`src/rtl/serial_add_sub.sv`:
```
// Multi-cycle add/subtract unit: STEP bits per clock, LSB chunk first, registered
// inter-chunk carry, start/busy/done handshake, result and flags held between completions.
module serial_add_sub #(
  parameter int unsigned WIDTH = 8,
  parameter int unsigned STEP  = 1
) (
  input  logic             clk,
  input  logic             rst,
  input  logic             start,
  input  logic             sub,
  input  logic [WIDTH-1:0] a,
  input  logic [WIDTH-1:0] b,
  input  logic             cin,
  output logic [WIDTH-1:0] result,
  output logic             cout,
  output logic             ovf,
  output logic             zero,
  output logic             busy,
  output logic             done
);

  localparam int unsigned N  = WIDTH / STEP;
  localparam int unsigned CW = $clog2(N) + 1;

  typedef enum logic [1:0] {IDLE, RUN, DONE} state_t;

  state_t           r_state;
  logic [WIDTH-1:0] r_a;
  logic [WIDTH-1:0] r_b;
  logic [WIDTH-1:0] r_sum;
  logic             r_carry;
  logic [CW-1:0]    r_cnt;

  logic [STEP:0]    w_chunk;
  logic             w_cmsb;
  logic             w_last;
  logic             w_accept;
  logic [WIDTH-1:0] w_b_in;
  logic [WIDTH-1:0] w_sum_next;

  // Chunk adder; carry into the chunk MSB recovered from sum ^ a ^ b at that bit
  assign w_chunk    = {1'b0, r_a[STEP-1:0]} + {1'b0, r_b[STEP-1:0]} + (STEP+1)'(r_carry);
  assign w_cmsb     = w_chunk[STEP-1] ^ r_a[STEP-1] ^ r_b[STEP-1];
  assign w_sum_next = (r_sum >> STEP) | (WIDTH'(w_chunk[STEP-1:0]) << (WIDTH - STEP));
  assign w_last     = (r_cnt == CW'(N - 1));
  assign w_accept   = start && ((r_state == IDLE) || (r_state == DONE));
  assign w_b_in     = sub ? ~b : b;

  always_ff @(posedge clk) begin
    if (rst) begin
      r_state <= IDLE;
      r_a     <= '0;
      r_b     <= '0;
      r_sum   <= '0;
      r_carry <= 1'b0;
      r_cnt   <= '0;
      result  <= '0;
      cout    <= 1'b0;
      ovf     <= 1'b0;
      zero    <= 1'b0;
      busy    <= 1'b0;
      done    <= 1'b0;
    end else begin
      done <= 1'b0;
      case (r_state)
        IDLE, DONE: begin
          if (w_accept) begin
            r_a     <= a;
            r_b     <= w_b_in;
            r_carry <= sub ? 1'b1 : cin;
            r_sum   <= '0;
            r_cnt   <= '0;
            busy    <= 1'b1;
            r_state <= RUN;
          end else begin
            busy    <= 1'b0;
            r_state <= IDLE;
          end
        end
        RUN: begin
          r_a     <= r_a >> STEP;
          r_b     <= r_b >> STEP;
          r_carry <= w_chunk[STEP];
          r_sum   <= w_sum_next;
          r_cnt   <= r_cnt + CW'(1);
          if (w_last) begin
            result  <= w_sum_next;
            cout    <= w_chunk[STEP];
            ovf     <= w_cmsb ^ w_chunk[STEP];
            zero    <= (w_sum_next == '0);
            done    <= 1'b1;
            busy    <= 1'b0;
            r_state <= DONE;
          end
        end
        default: begin
          busy    <= 1'b0;
          r_state <= IDLE;
        end
      endcase
    end
  end

endmodule

```
`config.mk`:
```
export PLATFORM = sky130hd
export DESIGN_NAME = serial_add_sub
export DESIGN_NICKNAME = d
export VERILOG_FILES = /design/src/rtl/serial_add_sub.sv
export SDC_FILE = /design/constraint.sdc
export NUM_CORES = 1
export LEC_CHECK = 0
export BUFFER_PORTS_ARGS = -buffer_cell sky130_fd_sc_hd__buf_2
export CAP_MARGIN = 20
export CORE_UTILIZATION = 43
export CTS_BUF_LIST = sky130_fd_sc_hd__clkbuf_4 sky130_fd_sc_hd__clkbuf_8 sky130_fd_sc_hd__clkbuf_16
export CTS_CLUSTER_DIAMETER = 50
export DETAILED_ROUTE_END_ITERATION = 10
export GPL_TIMING_DRIVEN = 0
export MAX_ROUTING_LAYER = met4
export PLACE_DENSITY = 0.7
export SYNTH_ARGS = -nofsm -noshare
export SYNTH_HDL_FRONTEND = slang
export SYNTH_SLANG_ARGS = --single-unit
```
`constraint.sdc`:
```
create_clock -name clk -period 1.9 [get_ports clk]
set_input_delay 0.285 -clock clk [delete_from_list [all_inputs] [get_ports clk]]
set_output_delay 0.285 -clock clk [all_outputs]
set_load 0.01 [all_outputs]
```
==> results.json <==
{
  "final_cell_mix": "43 x dfxtp_1, 36 x nand2_1, 33 x buf_2, 28 x a21oi_1",
  "drt_pass1_iterations": 4,
  "worst_hold_path.endpoint": "r_a[7]",
  "die_y_um": 66.03,
  "rsz0062_at_grt": "no",
  "rows": 22,
  "wl_um": 3885,
  "slew_violations": 0,
  "antenna_found_initial": 0,
  "ys_seq_area_frac": 0.4883,
  "synth_area_leaders": "dfxtp_1 49%, a22oi_1 9.4%, a21oi_1 7.9%",
  "yosysWarnings": 0,
  "synthToLayoutAreaGrowth_pct": 17.25,
  "initial_utilization": 0.4641,
  "maxCapViolCount": 0,
  "clock_path_buffers": 2,
  "final_nets": 260,
  "worst-r2r-cell-count": 4,
  "pin_count": 34,
  "die_area_um2": 4360,
  "tightest_slew_ns": 0.5303,
  "yosysTopAreaCell": "dfxtp_1",
  "netlist.area_leader.share": 0.4883,
  "insertion_delay_ns": 0.30,
  "tns_ns": 0,
  "post_dp_cell_area_um2": 1978,
  "crit_type": "reg -> reg",
  "synth_seq_cells": 43,
  "cts_setup_buffers": 0,
  "status": "finished, final reports clean",
  "synth_area_per_cell_um2": 8.859,
  "cp-end-kind": "flop",
  "drt-initial-drc-count": 77,
  "ys_types": 29,
  "setup_viol": 0,
  "die_x_um": 66.03,
  "htreeDepth": 2,
  "holdWs_ns": 0.2482,
  "synth_nets": 222,
  "fmax_mhz": 649.9,
  "grt_overflow": 0,
  "reg2reg_slack_ns": 0.36,
  "synthCells": 199,
  "design.core.area_um2": 3799,
  "viasPerCell": 5.315,
  "ant_nets": 0,
  "routedWlPerCell_um": 13.58,
  "ctsHoldBuffers": 0,
  "root_buffer": "clkbuf_8",
  "grt_max_degree": 13,
  "final_common_cell": "dfxtp_1",
  "crit_path_start_kind": "flop",
  "skew_ns": 0.007138,
  "critPathMaxFanout": 4,
  "arrival_ns": 1.76,
  "port_buffers": 31,
  "power_density_nw_per_um2": 860.8,
  "timing.final.crit_share": 0.8099,
  "hold_violations": 0,
  "p_total_uw": 1779,
  "grt_pass1_vias": 1341,
  "gp_congestion": 0.8307,
  "grt_pass1_wl_um": 6368,
  "path_clk_slew_ns": 0.08,
  "grt_use_met3": 0.05690,
  "grt_usage": 0.2038,
  "vias": 1520,
  "r2r_start": "r_a[0]",
  "min_path_cells": 3,
  "numClockSinks": 43,
  "dp_hpwl_um": 2670,
  "min_path_type": "in -> reg",
  "busiest_layer": "met2",
  "leakagePower_uw": 0.0008284,
  "required_ns": 2.12,
  "drive_above_1_share": 0.2143,
  "use_met2": 0.2997,
  "syn-cell-area_um2": 1763,
  "cts_tree": "built",
  "grt_use_met1": 0.2677,
  "holdCritStartpoint": "a[7]",
  "r2r-end": "ovf",
  "antennaDiodeCount": 0,
  "route.detailed.drc": 0,
  "slew_headroom": 0.6465,
  "fin_crit_ns": 1.539,
  "cts_buffers": 5,
  "design_area_um2": 2067,
  "vdd_ir_drop_max_mv": 0.6335,
  "cts_resized": 0
}
==> how the worst max path moves through the flow <==
stage	slack, ns	depth (start not counted)	to	startpoint
4_1_cts	0.35	4	ovf	r_a[0]
5_1_grt	0.27	6	result[2]	r_cnt[0]
6_report	0.36	4	ovf	r_a[0]
3_3_place_gp	0.42	4	ovf	r_a[0]
3_5_place_dp	0.37	4	ovf	r_a[0]
2_1_floorplan	0.48	4	ovf	r_a[0]
==> cell usage after synthesis <==
master	number
dfxtp_1	43
nand2_1	36
a21oi_1	28
a22oi_1	22
nor2_1	22
xor2_1	7
buf_4	6
clkbuf_1	4
xnor2_1	4
a211oi_1	2
a31oi_1	2
buf_2	2
buf_6	2
mux2i_1	2
nand3b_1	2
nor4_1	2
and2b_1	1
buf_1	1
fa_1	1
ha_1	1
inv_1	1
nand2b_1	1
nand3_1	1
nand4_1	1
nor2_8	1
nor2b_4	1
o21ai_0	1
o21ai_1	1
or2_1	1
==> power breakdown <==
| part | total [uW] | leakage [uW] | switching [uW] | internal (uW) |
|---|---|---|---|---|
| Sequential | 961 | 0.000350 | 24.5 | 936 |
| Combinational | 235 | 0.000429 | 132 | 103 |
| Clock | 583 | 0.0000491 | 297 | 286 |
==> metrics by stage <==
stage,cells,utilization,worst slack (ns)
final,286,0.5441,0.3612
after floorplan,199,-,0.4764
after CTS,286,0.5441,0.3527
after global routing,286,0.5441,0.2676
after global placement,278,0.5208,0.4164
after detailed placement,278,0.5208,0.3654
==> critical path, cell delays in order, from the launching register on <==
cell	delay (ns)
dfxtp_1	0.35
fa_1	0.65
xnor2_1	0.16
xnor2_1	0.10
a211oi_1	0.21
==> flip-flops by register name (all words and copies together), names as in the netlist, 2 cells and up <==
| signal | count |
|---|---|
| r_a | 8 |
| r_b | 8 |
| result | 8 |
| r_sum | 7 |
| r_cnt | 4 |
| r_state | 2 |
==> routing by layer <==
layer | wire length (um) | part of all wire
met1 | 1833 | 0.47
met2 | 1799 | 0.46
met3 | 178 | 0.046
met4 | 74 | 0.019
met5 | 0 | 0
==> logic make-up (layout without fill, tap and decap cells) <==
family,Yosys count,in the layout,share of synthesized area
adder cells (fa/ha/maj),2,2,0.01845
buffers and inverters,16,55,0.05677
AO/OA/AOI/OAI,56,56,0.1945
flip-flops,43,43,0.4883
multiplexers,2,2,0.01136
AND/OR/NAND/NOR,69,69,0.1760
XOR/XNOR,11,11,0.05465
==> final cells by class <==
type | count | area (um^2)
Buffer | 15 | 96.34
Clock buffer | 7 | 83.83
Clock inverter | 1 | 5.005
Fill cell | 371 | 1732
Inverter | 1 | 3.754
Multi-Input combinational cell | 140 | 802.0
Sequential cell | 43 | 860.8
Tap cell | 48 | 60.06
Timing Repair Buffer | 31 | 155.1
Power figures use the tool's default switching activity.
